File: config.mk
export PLATFORM = sky130hd
export DESIGN_NAME = bp_me_cce_bcast_sequencer
export DESIGN_NICKNAME = d
export VERILOG_FILES = /design/src/rtl/bp_me_cce_bcast_sequencer_pkg.sv /design/src/rtl/bp_me_cce_bcast_sequencer_id_to_cord.sv /design/src/rtl/bp_me_cce_bcast_sequencer.sv
export SDC_FILE = /design/constraint.sdc
export NUM_CORES = 1
export LEC_CHECK = 0
export CORE_MARGIN = 5
export CORE_UTILIZATION = 40
export DETAILED_ROUTE_END_ITERATION = 10
export GPL_TIMING_DRIVEN = 0
export MAX_ROUTING_LAYER = met4
export PLACE_DENSITY = 0.81
export SLEW_MARGIN = 20
export SYNTH_ARGS = -nofsm -noshare
export SYNTH_HDL_FRONTEND = slang
export SYNTH_SLANG_ARGS = --single-unit
File: constraint.sdc
create_clock -name clk_i -period 3.2 [get_ports clk_i]
set_clock_uncertainty 0.15 [all_clocks]
set_input_delay 0.64 -clock clk_i [delete_from_list [all_inputs] [get_ports clk_i]]
set_output_delay 0.64 -clock clk_i [all_outputs]
set_load 0.005 [all_outputs]
File: src/rtl/bp_me_cce_bcast_sequencer_pkg.sv
// Shared types and the coherence-NoC geometry used by the broadcast sequencer.
package bp_me_cce_bcast_sequencer_pkg;

    // Broadcast sequencing states
    typedef enum logic [1:0] {
        e_ready,
        e_send,
        e_wait,
        e_done
    } bp_me_bcast_state_e;

    // Core-complex geometry (2x2 complex, no SAC columns, one I/O row above)
    localparam int cc_x_dim_p  = 2;
    localparam int cc_y_dim_p  = 2;
    localparam int sac_x_dim_p = 0;
    localparam int ic_y_dim_p  = 1;

    localparam int num_cce_p      = cc_x_dim_p * cc_y_dim_p;
    localparam int cce_id_width_p = $clog2(num_cce_p);

    localparam int coh_noc_x_cord_width_p = 2;
    localparam int coh_noc_y_cord_width_p = 2;
    localparam int coh_noc_cord_width_p   = coh_noc_x_cord_width_p + coh_noc_y_cord_width_p;
    localparam int coh_noc_cid_width_p    = 1;

endpackage

File: src/rtl/bp_me_cce_bcast_sequencer_id_to_cord.sv
// Maps a CCE id onto its coherence-NoC coordinate {y, x} and concentrator id.
module bp_me_cce_bcast_sequencer_id_to_cord
    import bp_me_cce_bcast_sequencer_pkg::*;
(
    input  logic [cce_id_width_p-1:0]       cce_id_i,
    output logic [coh_noc_cord_width_p-1:0] cord_o,
    output logic [coh_noc_cid_width_p-1:0]  cid_o
);

    localparam logic [cce_id_width_p-1:0]         cc_x_dim_l = cce_id_width_p'(cc_x_dim_p);
    localparam logic [coh_noc_x_cord_width_p-1:0] x_base_l   = coh_noc_x_cord_width_p'(sac_x_dim_p);
    localparam logic [coh_noc_y_cord_width_p-1:0] y_base_l   = coh_noc_y_cord_width_p'(ic_y_dim_p);

    logic [coh_noc_x_cord_width_p-1:0] x_cord;
    logic [coh_noc_y_cord_width_p-1:0] y_cord;

    // CCEs are laid out row-major across the complex, offset past SAC columns and the I/O row
    always_comb begin
        x_cord = x_base_l + coh_noc_x_cord_width_p'(cce_id_i % cc_x_dim_l);
        y_cord = y_base_l + coh_noc_y_cord_width_p'(cce_id_i / cc_x_dim_l);
        cord_o = {y_cord, x_cord};
        cid_o  = '0;
    end

endmodule

File: src/rtl/bp_me_cce_bcast_sequencer.sv
// Fans one broadcast command out to every CCE in a mask, lowest id first,
// then waits for one ack per packet before raising done.
module bp_me_cce_bcast_sequencer
    import bp_me_cce_bcast_sequencer_pkg::*;
#(
    parameter int payload_width_p = 64
)(
    input  logic                            clk_i,
    input  logic                            reset_i,
    input  logic                            cmd_v_i,
    output logic                            cmd_ready_and_o,
    input  logic [num_cce_p-1:0]            cmd_mask_i,
    input  logic [payload_width_p-1:0]      cmd_payload_i,
    output logic                            pkt_v_o,
    input  logic                            pkt_ready_and_i,
    output logic [cce_id_width_p-1:0]       pkt_cce_id_o,
    output logic [coh_noc_cord_width_p-1:0] pkt_cord_o,
    output logic [coh_noc_cid_width_p-1:0]  pkt_cid_o,
    output logic [payload_width_p-1:0]      pkt_payload_o,
    input  logic                            ack_v_i,
    output logic                            done_v_o,
    input  logic                            done_yumi_i,
    output logic                            err_o
);

    localparam int cnt_w = $clog2(num_cce_p + 1);

    bp_me_bcast_state_e             state_r, state_n;
    logic [num_cce_p-1:0]           mask_r, mask_n, mask_clr;
    logic [payload_width_p-1:0]     payload_r;
    logic [cnt_w-1:0]               count_r, count_n;
    logic                           err_r, err_n;
    logic [cce_id_width_p-1:0]      target_id;
    logic                           cmd_hs, pkt_hs;

    // Lowest set bit wins; an empty mask encodes to id 0
    function automatic logic [cce_id_width_p-1:0] lowest_set(input logic [num_cce_p-1:0] m);
        lowest_set = '0;
        for (int i = num_cce_p - 1; i >= 0; i--) begin
            if (m[i]) lowest_set = cce_id_width_p'(i);
        end
    endfunction

    assign target_id = lowest_set(mask_r);
    assign mask_clr  = mask_r & ~(num_cce_p'(1) << target_id);
    assign cmd_hs    = (state_r == e_ready) && cmd_v_i;
    assign pkt_hs    = (state_r == e_send) && pkt_ready_and_i;

    bp_me_cce_bcast_sequencer_id_to_cord id_to_cord (
        .cce_id_i (target_id),
        .cord_o   (pkt_cord_o),
        .cid_o    (pkt_cid_o)
    );

    assign cmd_ready_and_o = (state_r == e_ready);
    assign pkt_v_o         = (state_r == e_send);
    assign done_v_o        = (state_r == e_done);
    assign pkt_cce_id_o    = target_id;
    assign pkt_payload_o   = payload_r;
    assign err_o           = err_r;

    // Next state, target mask, outstanding-ack count and sticky error
    always_comb begin
        state_n = state_r;
        mask_n  = mask_r;
        count_n = count_r;
        err_n   = err_r;

        // A send in the same cycle covers an ack arriving against a zero count
        if (pkt_hs) begin
            count_n = count_n + cnt_w'(1);
            mask_n  = mask_clr;
        end
        if (ack_v_i) begin
            if (count_n == '0) err_n   = 1'b1;
            else               count_n = count_n - cnt_w'(1);
        end
        if (cmd_hs) begin
            mask_n  = cmd_mask_i;
            count_n = '0;
        end

        case (state_r)
            e_ready: if (cmd_v_i) state_n = (cmd_mask_i != '0) ? e_send : e_done;
            e_send:  if (pkt_hs && (mask_clr == '0)) state_n = (count_n == '0) ? e_done : e_wait;
            e_wait:  if (count_n == '0) state_n = e_done;
            e_done:  if (done_yumi_i) state_n = e_ready;
            default: state_n = e_ready;
        endcase
    end

    // State and datapath registers; reset abandons any broadcast in flight
    always_ff @(posedge clk_i) begin
        if (reset_i) begin
            state_r   <= e_ready;
            mask_r    <= '0;
            payload_r <= '0;
            count_r   <= '0;
            err_r     <= 1'b0;
        end else begin
            state_r <= state_n;
            mask_r  <= mask_n;
            count_r <= count_n;
            err_r   <= err_n;
            if (cmd_hs) payload_r <= cmd_payload_i;
        end
    end

endmodule

---- Word level (Yosys, flattened, before mapping) ----
Cells that the tools add are included.
storage, ports and cells
  register bits after elaboration ......... 74
  bits in latches ......................... 0
  memory bits (writable) .................. 0
  bits in read-only memories .............. 0
  input bits .............................. 74
  output and inout port bits .............. 75
  word-level logic and storage cells ...... 46
  memories ................................ 0
operators by class
  add/subtract/negate cells ............... 3
  $mul .................................... 0
  div/mod/pow operators ................... 0
  magnitude comparators ................... 0
  equality and inequality tests ........... 7
  shifts and indexed selects .............. 1
  mux-type cells .......................... 17
  bitwise gates (word level) .............. 2
  reduce and logical (&&, ||, !) cells .... 11
operators with widths
  kind                 number
  $mux 2               9
  $mux 3               4
  $mux 4               2
  $pmux 2 s4           1
  $logic_not 3->1      2
  $and 4x4->4          1
  $eq 2x2->1 const B   2
  $logic_not 4->1      1
  $ne 2x1->1 const B   2
  $ne 2x2->1 const B   2
  $not 4->4            1
  $reduce_and 4->1     1
  $reduce_bool 4->1    1
  $shl 1x2->4 const A  1
  $add 3x1->3 const B  1
  $logic_and 1x1->1    3
  $sub 3x1->3 const B  1
  $add 1x1->2 const A  1
  $eq 2x1->1 const B   1
  $logic_not 2->1      1
  $reduce_and 2->1     1
  $reduce_bool 2->1    1
  $mux 1               1

---- Longest topological paths before layout ----
  word-level depth ........................ 11
  mapped depth ............................ 12

---- Cells and area by module ----
Synthesis repeated with hierarchy kept, for this count alone.
unflattened totals
  cell total of the unflattened synthesis .. 369
  area total of the unflattened synthesis .. 2915.3 sq um
by module, submodules not included
  module                                instances  cells each  area an instance (sq um)  sequential area each (sq um)
  bp_me_cce_bcast_sequencer             1          363         2877.8                    1481.4
  bp_me_cce_bcast_sequencer_id_to_cord  1          6           37.5                      0.0

---- Least setup slack after synthesis ----
OpenSTA, ideal clock, no wires.
  kind .................................... register to register
  start point ............................. reg state_r[1]
  end point ............................... reg state_r[0]
  library setup time ...................... 0.134 ns
  arrival time ............................ 2.428 ns
  slack ................................... 0.488 ns
  stages on the path, launching flop included .. 12
  buffers on the path ..................... 0
  period minus slack after synthesis ...... 2.712 ns
  cells stage by stage .................... dfxtp_1 inv_1 ha_1 nand2_1 mux2i_1 ha_1 nand2b_1 mux2_4 a41o_1 or3b_1 a31oi_1 a211oi_1
on the way
  word-level cells in the longest chain between the ends .. 11
  elaborated cells between the ends (all ways) .. 22
RTL lines
  element                                                RTL line                                                          RTL
  start, declared                                        bp_me_cce_bcast_sequencer.sv:28                                   bp_me_bcast_state_e state_r, state_n;
  start signal, assigned                                 bp_me_cce_bcast_sequencer.sv:95                                   state_r <= e_ready;
  start signal, assigned                                 bp_me_cce_bcast_sequencer.sv:101                                  state_r <= state_n;
  $eq 2x1->1 (*)                                         n/a
  via pkt_v_o                                            bp_me_cce_bcast_sequencer.sv:14                                   output logic pkt_v_o,
  $logic_and 1x1->1                                      bp_me_cce_bcast_sequencer.sv:47                                   assign pkt_hs = (state_r == e_send) && pkt_ready_and_i;
  $mux 3                                                 bp_me_cce_bcast_sequencer.sv:70                                   if (pkt_hs) begin
  $sub 3x1->3 / $logic_not 3->1 (equally long branches)  bp_me_cce_bcast_sequencer.sv:76, bp_me_cce_bcast_sequencer.sv:75
  $mux 3                                                 bp_me_cce_bcast_sequencer.sv:75                                   if (count_n == '0) err_n = 1'b1;
  $mux 3                                                 bp_me_cce_bcast_sequencer.sv:74                                   if (ack_v_i) begin
  $mux 3                                                 bp_me_cce_bcast_sequencer.sv:78                                   if (cmd_hs) begin
  $logic_not 3->1                                        bp_me_cce_bcast_sequencer.sv:85, bp_me_cce_bcast_sequencer.sv:86
  $mux 1                                                 bp_me_cce_bcast_sequencer.sv:85                                   e_send: if (pkt_hs && (mask_clr == '0)) state_n = (count_n == '0) ? e_done : e_wait;
  $mux 2                                                 bp_me_cce_bcast_sequencer.sv:85
  $pmux 2 s4                                             bp_me_cce_bcast_sequencer.sv:83                                   case (state_r)
The timed path passes the listed nets; every way through them passes the cells marked *. The select of a mux whose other input is x is not followed.
A chain may end at the register's enable or synchronous reset.

---- Worst setup path in the final report ----
  start point ............................. reg state_r[1]
  end point ............................... reg state_r[0]
on the way
  word-level cells in the longest chain between the ends .. 11
  elaborated cells between the ends (all ways) .. 22
RTL lines
  element                                                RTL line
  $eq 2x1->1                                             bp_me_cce_bcast_sequencer.sv:47, bp_me_cce_bcast_sequencer.sv:83
  $logic_and 1x1->1                                      bp_me_cce_bcast_sequencer.sv:47
  $mux 3                                                 bp_me_cce_bcast_sequencer.sv:70
  $sub 3x1->3 / $logic_not 3->1 (equally long branches)  bp_me_cce_bcast_sequencer.sv:76, bp_me_cce_bcast_sequencer.sv:75
  $mux 3                                                 bp_me_cce_bcast_sequencer.sv:75
  $mux 3                                                 bp_me_cce_bcast_sequencer.sv:74
  $mux 3                                                 bp_me_cce_bcast_sequencer.sv:78
  $logic_not 3->1                                        bp_me_cce_bcast_sequencer.sv:85, bp_me_cce_bcast_sequencer.sv:86
  $mux 1                                                 bp_me_cce_bcast_sequencer.sv:85
  $mux 2                                                 bp_me_cce_bcast_sequencer.sv:85
  $pmux 2 s4                                             bp_me_cce_bcast_sequencer.sv:83
Parallel ways exist; a longest one is shown, timed or not. The select of a mux whose other input is x is not followed.

==> results_dict.tcl <==
set metrics [dict create \
    worst_setup_path_start_kind "flip-flop" \
    ys_types 36 \
    placedCellCount 615 \
    clock_latency_ns 0.33 \
    coreArea_um2 7180 \
    wl_mm 8.86 \
    rr_worst_depth 12 \
    cp_common_cell "inv_1" \
    grt_use_total 0.197 \
    drc 0 \
    path_cells "inv_1 -> ha_2 -> nand2_1 -> xnor2_1 -> inv_1 -> ha_1 -> nand2b_1 -> mux2_4 -> a41o_1 -> or3b_1 -> a31oi_1 -> a211oi_1" \
    arrival_ns 3.01 \
    power_density_nw_per_um2 730 \
    overflow 0 \
    post-route-min-period_ns 2.95 \
    place.gp.congestion 0.857 \
    hold_path.class "flip-flop to flip-flop" \
    synth-edff-count 0 \
    synthCells 370 \
    nFillCells 603 \
    ir_drop_v 0.000367 \
    worstPathRequired_ns 3.25 \
    rsz0062_at_grt "false" \
    worstMarginPinSlew_ns 0.517 \
    post-cts-setup-buffers 0 \
    final-setup-viol-count 0 \
    drt_iter0_drc 88 \
    slew_violations 0 \
    portBuffers 145 \
    root_buffer "clkbuf_8" \
    clock-sinks 74 \
    drive_gt1_frac 0.0414 \
    first_pass_iters 6 \
    numCtsBuffers 9 \
    htree_levels 3 \
    start_util 0.407 \
    final_antenna_net_count 0 \
    synth_warnings 0 \
    dp_hpwl_mm 6.65 \
    max_slew_margin 0.656 \
    p_total_mw 3.49 \
    cts_buffer_depth 2 \
    synth_area_leaders "dfxtp_1, nand2_1, a21oi_1" \
    ys.flop_type "dfxtp_1" \
    cts_tree "yes" \
    dieArea_um2 9100 \
    cp_num_cells 12 \
    ys_ff_latch 74 \
    num_io_pins 149 \
    max_freq_ghz 0.338 \
    grt_first_pass_wirelength_mm 13.7 \
    syn_avg_cell_area_um2 7.89 \
    dieWidth_um 95.4 \
    n_antenna_cell 0 \
    crit_buf_inv 2 \
    grt_pass1_vias 3111 \
    row_count 31 \
    slowest_delay_ns 0.37 \
    synth_top_area_share 0.508 \
    grt_max_degree 13 \
    syn2layout_area_growth_pct 63.9 \
    cp-end-kind "flip-flop" \
    routedWlPerCell_um 14.0 \
    cap_violations 0 \
    finalNonFillerCells 631 \
    period_share 0.923 \
    hold_path_depth 2 \
    hold_violations 0 \
    synth_area_leader_cell "dfxtp_1" \
    slowest_stage "or3b_1" \
    outcome "completed" \
    via_per_inst 4.86 \
    die_h_um 95.4 \
    crit_family "simple AND/OR/NAND/NOR gates" \
    nets 607 \
    antenna_found_initial 0 \
    synthArstFlopShare 0 \
    syn_area_um2 2920 \
    vias 3068 \
    clk_pin_slew_ns 0.08 \
    cp_max_fo 8 \
    power_leakage_nw 1.81 \
    ys_seq_area_frac 0.508 \
    path_class "flip-flop to flip-flop" \
]
-- worst register-to-register path, cell delays in order (launching register included) --
cell and delay [ns]:
dfxtp_1 0.35, inv_1 0.11, ha_2 0.26, nand2_1 0.15, xnor2_1 0.19, inv_1 0.11
ha_1 0.23, nand2b_1 0.07, mux2_4 0.30, a41o_1 0.26, or3b_1 0.37, a31oi_1 0.22
a211oi_1 0.07
-- cell usage after synthesis, drive strengths merged (2+ instances only) --
library cell	number
and2	2
inv	9
mux2i	2
a211oi	2
a31oi	3
nand3	2
xnor2	3
nor2	4
buf	4
a21oi	73
o211ai	2
a211o	2
nand2	138
o2bb2ai	2
ha	6
and3	2
clkbuf	23
dfxtp	74
-- worst paths after layout --
| check | slack, ns | start | endpoint |
|---|---|---|---|
| max | 0.25 | state_r[1]$_SDFFE_PP0P_ | state_r[0]$_SDFFE_PP0P_ |
| min | 0.30 | pkt_payload_o[7]$_SDFFE_PP0P_ | pkt_payload_o[7]$_SDFFE_PP0P_ |
| max reg2reg | 0.25 | state_r[1]$_SDFFE_PP0P_ | state_r[0]$_SDFFE_PP0P_ |
| min reg2reg | 0.30 | pkt_payload_o[7]$_SDFFE_PP0P_ | pkt_payload_o[7]$_SDFFE_PP0P_ |
-- final cells by class --
| class | count | area, um^2 | share of cell area |
|---|---|---|---|
| Timing Repair Buffer | 145 | 1450 | 0.304 |
| Inverter | 9 | 33.8 | 0.00706 |
| Tap cell | 99 | 124 | 0.0259 |
| Sequential cell | 74 | 1480 | 0.310 |
| Multi-Input combinational cell | 261 | 1290 | 0.270 |
| Clock inverter | 5 | 150 | 0.0314 |
| Clock buffer | 11 | 131 | 0.0275 |
| Buffer | 27 | 116 | 0.0243 |
-- logic make-up after synthesis --
group                      synth area share
and+or+nand+nor                       0.211
AOI/OAI and AO/OA                     0.178
DFF                                   0.508
buffers and inverters                0.0515
adders and majority gates            0.0292
xor gates and xnor gates            0.00901
muxes                                0.0120
other                               0.00129
-- state kept, by name, indices dropped and copies added, names as in the netlist --
signal,flops
state_r,2
pkt_payload_o,64
count_r,3
err_o,1
mask_r,4
-- placed cells by master, fill, tap and decap left out, types with 2 or more instances in the layout --
cell             count
clkdlybuf4s50_1    144
nand2_1            138
dfxtp_1             74
a21oi_1             73
clkbuf_1            25
inv_1                9
clkbuf_8             9
ha_1                 5
bufinv_16            5
nor2_1               4
buf_4                4
xnor2_1              3
a31oi_1              3
mux2i_1              2
and2_1               2
a211o_1              2
o2bb2ai_1            2
a211oi_1             2
nand3_1              2
o211ai_1             2
conb_1               2
-- power breakdown --
group          leakage, nW  internal [mW]  switching, mW
combinational         1.06          0.663          0.607
sequential           0.607           1.10          0.106
clock                0.138          0.677          0.337
-- stage by stage --
stage / hold WS, ns / cell area (um^2) / utilization / setup slack (ns) / TNS, ns
floorplan: 0.303 / 2920 / - / 0.488 / 0
CTS: 0.306 / 4780 / 0.666 / 0.0886 / 0
detailed placement: 0.296 / 4500 / 0.627 / -0.250 / -0.470
global placement: 0.291 / 4500 / 0.627 / -0.184 / -0.348
global route: 0.328 / 4780 / 0.667 / 0.0930 / 0
finish: 0.304 / 4780 / 0.667 / 0.245 / 0
-- metal layers --
layer | GRT usage | vias to the layer above | share of wire
met5 | - | - | 0
li1 | - | 1529 | -
met3 | 0.0505 | 21 | 0.064
met1 | 0.209 | 1416 | 0.38
met4 | 0.105 | 0 | 0.029
met2 | 0.336 | 102 | 0.52
-- timing repair --
| item | in CTS | in global routing |
|---|---|---|
| setup endpoints to repair | 0 | 2 |
| gates resized for setup | 0 | 2 |
| hold buffers | 0 | 0 |
Power figures use the tool's default switching activity.
